==> src/rtl/demux_if.sv <==
// Registered 1-to-2 demultiplexer: routes a captured data word to one of two
// destinations with a one-cycle valid pulse; the unselected destination is zeroed.
module demux_if #(
    parameter int width = 8,
    parameter int snum  = 1
) (
    input  logic             clk,
    input  logic             rst,
    input  logic [width-1:0] i,
    input  logic [snum-1:0]  sel,
    input  logic             en,
    output logic [width-1:0] o0,
    output logic [width-1:0] o1,
    output logic             v0,
    output logic             v1
);

    localparam logic [snum-1:0]  sel_zero  = {snum{1'b0}};
    localparam logic [snum-1:0]  sel_one   = snum'(1);
    localparam logic [width-1:0] data_zero = {width{1'b0}};

    logic [width-1:0] o0_r, o1_r;
    logic             v0_r, v1_r;
    logic [width-1:0] o0_s, o1_s;
    logic             v0_s, v1_s;

    // Next-state routing; out-of-range selects drop the sample and zero both sides.
    always_comb begin
        o0_s = o0_r;
        o1_s = o1_r;
        v0_s = 1'b0;
        v1_s = 1'b0;
        if (en) begin
            if (sel == sel_zero) begin
                o0_s = i;
                o1_s = data_zero;
                v0_s = 1'b1;
            end else if (sel == sel_one) begin
                o0_s = data_zero;
                o1_s = i;
                v1_s = 1'b1;
            end else begin
                o0_s = data_zero;
                o1_s = data_zero;
            end
        end else begin
            o0_s = o0_r;
            o1_s = o1_r;
        end
    end

    // Output registers with asynchronous clear.
    always_ff @(posedge clk or posedge rst) begin
        if (rst) begin
            o0_r <= data_zero;
            o1_r <= data_zero;
            v0_r <= 1'b0;
            v1_r <= 1'b0;
        end else begin
            o0_r <= o0_s;
            o1_r <= o1_s;
            v0_r <= v0_s;
            v1_r <= v1_s;
        end
    end

    assign o0 = o0_r;
    assign o1 = o1_r;
    assign v0 = v0_r;
    assign v1 = v1_r;

endmodule

==> config.mk <==
export PLATFORM = sky130hd
export DESIGN_NAME = demux_if
export DESIGN_NICKNAME = d
export VERILOG_FILES = /design/src/rtl/demux_if.sv
export SDC_FILE = /design/constraint.sdc
export NUM_CORES = 1
export LEC_CHECK = 0
export BUFFER_PORTS_ARGS = -buffer_cell sky130_fd_sc_hd__clkbuf_2
export CORE_AREA = 5 5 46 48
export CTS_CLUSTER_SIZE = 25
export DETAILED_ROUTE_END_ITERATION = 7
export DIE_AREA = 0 0 51 53
export PLACE_DENSITY = 0.7
export SLEW_MARGIN = 0
export SYNTH_ARGS = -nofsm -noshare
export SYNTH_HDL_FRONTEND = slang
export SYNTH_SLANG_ARGS = --single-unit
==> constraint.sdc <==
create_clock -name clk -period 0.8 [get_ports clk]
set_input_delay 0.04 -clock clk [delete_from_list [all_inputs] [get_ports clk]]
set_output_delay 0.04 -clock clk [all_outputs]
set_load 0.05 [all_outputs]
# Yosys cells after proc, flatten, opt, wreduce, memory -nomap -nowiden
# Cells that the tools add are included.
word_totals:
  register_bits: 18
  latchBits: 0
  ramBits: 0
  rom_bits: 0
  input_bits: 12
  output_inout_bits: 18
  elab_cells: 10
  mem_count: 0
classes:
  add_sub_neg: 0
  multipliers: 0
  div: 0
  order_cmp: 0
  eq_ne: 0
  n_shift: 0
  mux: 6
  bitwise: 0
  reduce_logical: 0
ops:
  columns: ["cell", "count"]
  rows:
  - ["8-bit two-way mux", 2]
  - ["1-bit two-way mux", 4]

# Depth between registers and ports, before layout
# Gate-level depths: netlist (run 1).
depth:
  depth_word: 2
  depth_mapped: 3
  ltp_nobuf: 2

# Least setup slack after synthesis (run 1)
# Ideal clock, no wire load.
synth_path:
  path_kind: "flip-flop to flip-flop"
  startpoint: "reg o1[1] (netlist name)"
  endpoint: "reg o1_r[1] (netlist: o1[1])"
  setup_ps: 121
  arrival_ps: 829
  t_required_ps: 679
  setup_slack_ps: -150
  stages_incl_launch_ff: 2
  path_buffers: 0
  period_less_slack_ps: 950
  cell_sequence: "dfrtp_1 a22o_1"
synth_rtl:
  columns: ["item", "line", "rtl"]
  rows:
  - ["end signal: assignment", "56", "o1_r <= data_zero;"]
  - ["end signal: assignment", "61", "o1_r <= o1_s;"]
  - ["end: declaration", "22", "logic [width-1:0] o0_r, o1_r;"]

# Final worst setup path (run 1)
layout_path:
  startpoint: "reg o0_r[1] (netlist: o0[1])"
  endpoint: "out o0[1]"
layout_rtl:
  columns: ["item", "line", "rtl"]
  rows:
  - ["start: declaration", "22", null]
  - ["start signal: assignment", "55", "o0_r <= data_zero;"]
  - ["start signal: assignment", "60", "o0_r <= o0_s;"]
  - ["end: declaration", "12", "output logic [width-1:0] o0,"]
# No word-level cell between the ends.

==> flow_summary.json, run 1 <==
{
  "cts_tree": "yes",
  "path_buf_inv": 1,
  "rsz0062_at_grt": "true",
  "clock_latency_ps": 280,
  "clk_pin_slew_worst_paths_ps": 90,
  "die_h_um": 53,
  "clock_path_buffers": 2,
  "drive_gt1_frac": 0.644,
  "crit_path_cell_trace": "clkbuf_16",
  "nets": 100,
  "max-cap-violations": 0,
  "dp_hpwl_um": 986,
  "pwr_density_cell_nw_per_um2": 1870,
  "antenna_left": 0,
  "num_rows": 15,
  "tightest_slew_ps": 327,
  "hold_class": "in2reg",
  "layout_setup_ws_ps": -130,
  "wirelength_um": 1620,
  "ys_warn_count": 0,
  "track_usage": 0.129,
  "synth-xor-area-share": 0,
  "io_buffers": 29,
  "violations": "negative setup slack",
  "die_area_um2": 2700,
  "grt_max_degree": 19,
  "firstDrtPassIters": 4,
  "ys_types": 9,
  "drv_slew": 0,
  "cp_top_family": "flip-flops",
  "crit_path_end_kind": "output pin",
  "synth_compound_area_frac": 0.213,
  "worstPathArrival_ps": 890,
  "final.period_utilization": 1.16,
  "stdcell_area_um2": 1170,
  "top_layer": "met4",
  "wl_met1_um": 644,
  "grt_pass1_vias": 527,
  "skew_ps": 0,
  "synth_nets": 55,
  "core_um2": 1670,
  "required_ps": 760,
  "drc": 0,
  "cts_sinks": 18,
  "fp.dieW_um": 51,
  "drtIter0Drc": 10,
  "cts_inserted_buffers": 3,
  "grt-ovfl-total": 0,
  "place_area_um2": 817,
  "start_kind": "flip-flop",
  "vias": 527,
  "slowest_delay_ps": 430,
  "clock-root-buffer": "clkbuf_4",
  "slowest_stage": "dfrtp_2",
  "synth-simple-area-share": 0.0324,
  "ioPinCount": 30,
  "avgSynthCellArea_um2": 15.3,
  "syn_area_um2": 657,
  "vdd_ir_drop_max_mv": 1.07,
  "vias_per_cell": 5.07,
  "grt_pass1_wl_um": 2450,
  "routedWlPerCell_um": 15.6,
  "fin_crit_ps": 930,
  "antenna_found_initial": 0,
  "syn-instance-count": 43,
  "holdWs_ps": 12.9,
  "fmax_mhz": 1080,
  "met3_length_um": 93,
  "yosysSeqAreaShare": 0.686,
  "path_max_fanout": 2,
  "place_congestion": 0.687,
  "p_leak_nw": 0.556,
  "setup_violations": 22,
  "critical_path_class": "reg2out",
  "wl_met2_um": 857,
  "synth_top_family_by_area": "compound AO/OA/AOI/OAI gates",
  "slew_headroom": 0.781,
  "status": "finished, violations left",
  "synth-seq-cells": 18,
  "synth-adder-area-share": 0,
  "start_util": 0.393,
  "area_growth_syn_to_layout_pct": 77.9,
  "n_antenna_cell": 0,
  "h-tree-depth": 1,
  "muxShareOfSynthArea": 0,
  "final_hold_viol_count": 0
}
[kinds of logic (layout without fill, tap and decap cells)]
family,count (synthesis),in the layout
simple gates,3,3
compound gates,16,16
flops,18,18
buf+inv,6,50
[worst paths after layout]
check | depth (start not counted) | end | slack, ps | start
setup reg to reg | 2 | o0[3] | -50 | o0[3]
hold / removal | 2 | v0 | 10 | sel
max in group asynchronous | 4 | o0[0] | 320 | rst
min in group asynchronous | 4 | o1[5] | 280 | rst
hold reg to reg | 1 | o0[6] | 530 | o0[6]
setup / recovery | 1 | o0[1] | -130 | o0[1]
[Yosys cell counts]
library cell	instances	area, um2
inv_1	2	7.51
a22o_1	14	123
buf_6	3	33.8
inv_2	1	3.75
nand2_1	1	3.75
and2_4	1	8.76
nor2b_2	1	8.76
o2bb2ai_1	2	17.5
dfrtp_1	18	450
[layout by cell type (no fill, tap or decap)]
cell type      count
clkbuf_4           3
clkbuf_1           1
nand2_1            1
inv_1              2
buf_6              4
dlygate4sd3_1      9
inv_2              1
o2bb2ai_1          2
a22o_1            14
dfrtp_2           16
clkbuf_2          11
and2_4             1
buf_8             17
buf_4              1
nor2b_2            1
dfrtp_1            2
clkbuf_16          1
[power breakdown]
part | internal [W] | leakage [nW] | total (W) | switching (W)
Combinational | 0.000317 | 0.329 | 0.000679 | 0.000362
Clock | 0.000194 | 0.0150 | 0.000451 | 0.000257
Sequential | 0.000989 | 0.212 | 0.00105 | 0.0000658
Total | 0.00150 | 0.556 | 0.00218 | 0.000685
[state kept, by name, indices dropped and copies added (netlist names)]
signal and cells:
o0 8, v0 1, v1 1, o1 8
[per-stage QoR]
stage | util | TNS, ps | setup slack [ps] | cells | power [W]
floorplan | - | -613 | -43.8 | 43 | 0.00139
global route | 0.700 | -2920 | -166 | 104 | 0.00230
global placement | 0.489 | 0 | 88.8 | 87 | 0.00150
finish | 0.700 | -2130 | -130 | 104 | 0.00218
detailed placement | 0.489 | 0 | 61.7 | 87 | 0.00151
CTS | 0.678 | -2330 | -135 | 104 | 0.00214
[worst reg2reg max path, cell delays in order (launching register included)]
cell and delay (ps):
dfrtp_2 440, buf_6 120, a22o_1 190
[metal layers]
metal  vias to the layer above  global-route usage
li1                        244                   -
met1                       259               0.152
met2                        20               0.206
met3                         4              0.0423
met4                         0              0.0717
met5                         -                   0
[cell type report]
cell class                      count  area [um2]
Fill cell                         118         502
Timing Repair Buffer               43         478
Sequential cell                    18         470
Multi-Input combinational cell     19         161
Clock buffer                        4        26.3
Tap cell                           17        21.3
Inverter                            3        11.3
[timing repair]
action,4_1_cts,5_1_grt
endpoints found under the setup margin,18,22
hold buffers,9,0
endpoints found under the hold margin,33,0
buffers inserted,4,0
gates resized for setup,37,21
Note: power is estimated with default switching activity, not from simulation.
==> run 2: changes to the inputs <==
--- a/config.mk
+++ b/config.mk
@@ -5,12 +5,13 @@
 export SDC_FILE = /design/constraint.sdc
 export NUM_CORES = 1
 export LEC_CHECK = 0
+export ABC_AREA = 1
 export BUFFER_PORTS_ARGS = -buffer_cell sky130_fd_sc_hd__clkbuf_2
 export CORE_AREA = 5 5 46 48
-export CTS_CLUSTER_SIZE = 25
+export CTS_CLUSTER_SIZE = 28
 export DETAILED_ROUTE_END_ITERATION = 7
 export DIE_AREA = 0 0 51 53
-export PLACE_DENSITY = 0.7
+export PLACE_DENSITY = 0.74
 export SLEW_MARGIN = 0
 export SYNTH_ARGS = -nofsm -noshare
 export SYNTH_HDL_FRONTEND = slang
==> flow_summary.json, run 2 <==
{
  "crit_cells": 1,
  "clock_latency_ps": 290,
  "wirelength_um": 1770,
  "slowest_delay_ps": 450,
  "slowest_stage": "dfrtp_2",
  "skew_ps": 0,
  "synth-simple-area-share": 0.292,
  "crit_path_start": "o0[1]",
  "nets": 130,
  "avgSynthCellArea_um2": 9.47,
  "ys_top_cells_by_count": "nand2_1 (33), dfrtp_1 (18), nand3_1 (16), buf_6 (3), inv_1 (3)",
  "path_buf_inv": 1,
  "crit_path_cell_trace": "buf_8",
  "layout_setup_ws_ps": -135,
  "num_rows": 15,
  "path_max_fanout": 2,
  "cts_sinks": 18,
  "final_cell_mix": "nand2_1 (33), buf_8 (18), nand3_1 (16), dfrtp_2 (16), clkbuf_2 (11)",
  "violations": "negative setup slack",
  "setup_violations": 18,
  "final_common_cell": "nand2_1",
  "pwr_density_cell_nw_per_um2": 1900,
  "synth_flop_cell": "dfrtp_1",
  "vias": 655,
  "sw_frac_of_total": 0.322,
  "vias_per_cell": 4.89,
  "power_switching_w": 0.000729,
  "place_ws_ps": 114,
  "ys_warn_count": 0,
  "die_area_um2": 2700,
  "drc": 0,
  "firstDrtPassIters": 4,
  "final.period_utilization": 1.17,
  "ioPinCount": 30,
  "cts_tree": "yes",
  "post-route-util": 0.716,
  "io_buffers": 29,
  "reg2reg_depth": 2,
  "p_leak_nw": 0.622,
  "rsz0062_at_grt": "true",
  "ys_types": 8,
  "clk_pin_slew_worst_paths_ps": 110,
  "synth_area_leaders": "dfrtp_1 (63%), nand2_1 (17%), nand3_1 (11%), buf_6 (4.7%), inv_1 (1.6%)",
  "grt_pass1_wl_um": 2940,
  "area_growth_syn_to_layout_pct": 66.3,
  "drv_slew": 0,
  "grt_pass1_vias": 678,
  "fin_crit_ps": 935,
  "antenna_left": 0,
  "place_congestion": 0.825,
  "crit_path_end": "o0[1]",
  "syn-instance-count": 76,
  "muxShareOfSynthArea": 0,
  "r2r_start": "o0[3]",
  "syn_area_um2": 719,
  "cp_top_family": "flip-flops",
  "max-cap-violations": 0,
  "synth_compound_area_frac": 0,
  "start_util": 0.431,
  "nFillCells": 126,
  "combPwrFrac": 0.290,
  "required_ps": 760,
  "vdd_ir_drop_max_mv": 1.17,
  "tightest_slew_ps": 235,
  "crit_path_end_kind": "output pin",
  "n_antenna_cell": 0,
  "drtIter0Drc": 12,
  "worstPathArrival_ps": 890,
  "track_usage": 0.145,
  "synth-seq-cells": 18,
  "fp.dieW_um": 51,
  "synth_nets": 88,
  "cts_inserted_buffers": 3,
  "grt-ovfl-total": 0,
  "synth_top_family_by_area": "simple AND/OR/NAND/NOR gates",
  "power_frac_clock": 0.246,
  "clock-root-buffer": "clkbuf_4",
  "r2r_end": "o0[3]",
  "hold_class": "in2reg",
  "synth_top_cell_by_area": "dfrtp_1",
  "r2r_slack_ps": 130,
  "holdWs_ps": 67.1,
  "yosysSeqAreaShare": 0.626,
  "async_flop_share": 1.00,
  "core_um2": 1670,
  "synth_enable_flop_cells": 0,
  "fmax_mhz": 1070,
  "start_kind": "flip-flop",
  "synth-adder-area-share": 0,
  "status": "finished, violations left",
  "grt_max_degree": 19,
  "synth_most_common_cell": "nand2_1",
  "post-cts-setup-buffer-count": 0,
  "pwr-share-seq": 0.463,
  "synth_top_cell_area_share": 0.626,
  "slew_headroom": 0.843,
  "antenna_found_initial": 0,
  "critical_path_class": "reg2out",
  "final_hold_viol_count": 0,
  "clock_path_buffers": 2,
  "routedWlPerCell_um": 13.2,
  "drive_gt1_frac": 0.462,
  "dp_hpwl_um": 1180,
  "h-tree-depth": 1,
  "die_h_um": 53,
  "p_int_w": 0.00154,
  "hold-path-cell-count": 3,
  "synth-xor-area-share": 0
}
## run 2: kinds of logic (layout without fill, tap and decap cells)
logic type,Yosys count,in the layout
AND/OR/NAND/NOR,50,50
buffers and inverters,8,49
flip-flops,18,18
## run 2: repair_timing
item                                    4_1_cts  5_1_grt
hold endpoints to repair                     30        1
endpoints found under the setup margin       18       18
resized for setup                            36       18
hold buffers                                  8        1
## run 2: layer usage
| layer | vias up | track usage | routed length, um | part of all wire |
|---|---|---|---|---|
| met5 | - | 0 | 0 | 0 |
| met4 | 0 | 0.0583 | 14 | 0.0079 |
| met3 | 2 | 0.0535 | 117 | 0.066 |
| met2 | 21 | 0.230 | 859 | 0.49 |
| met1 | 312 | 0.178 | 774 | 0.44 |
| li1 | 320 | - | - | - |
## run 2: how the worst min path moves through the flow
stage / start / to
floorplan: rst / v0
global placement: rst / v1
detailed placement: rst / v0
CTS: i[3] / o1[3]
global route: sel / v0
finish: sel / v0
## run 2: power by group through the flow
stage	clock (W)	combinational, W	sequential, W
floorplan	0	0.000120	0.00128
global placement	0	0.000483	0.00104
detailed placement	0	0.000488	0.00104
CTS	0.000564	0.000626	0.00103
global route	0.000628	0.000696	0.00106
finish	0.000559	0.000658	0.00105
## run 2: cell type report
class                           instances  area, um2  area share
Multi-Input combinational cell         50        210       0.176
Tap cell                               17       21.3      0.0178
Timing Repair Buffer                   41        438       0.366
Clock buffer                            4       36.3      0.0303
Sequential cell                        18        470       0.393
Inverter                                4       20.0      0.0167
## run 2: per-stage QoR
stage	std cells	power (W)	TNS, ps	cell area, um2
finish	134	0.00227	-1970	1200
global route	134	0.00238	-2700	1200
CTS	133	0.00222	-2240	1160
detailed placement	121	0.00153	0	890
global placement	121	0.00152	0	890
floorplan	76	0.00140	0	739
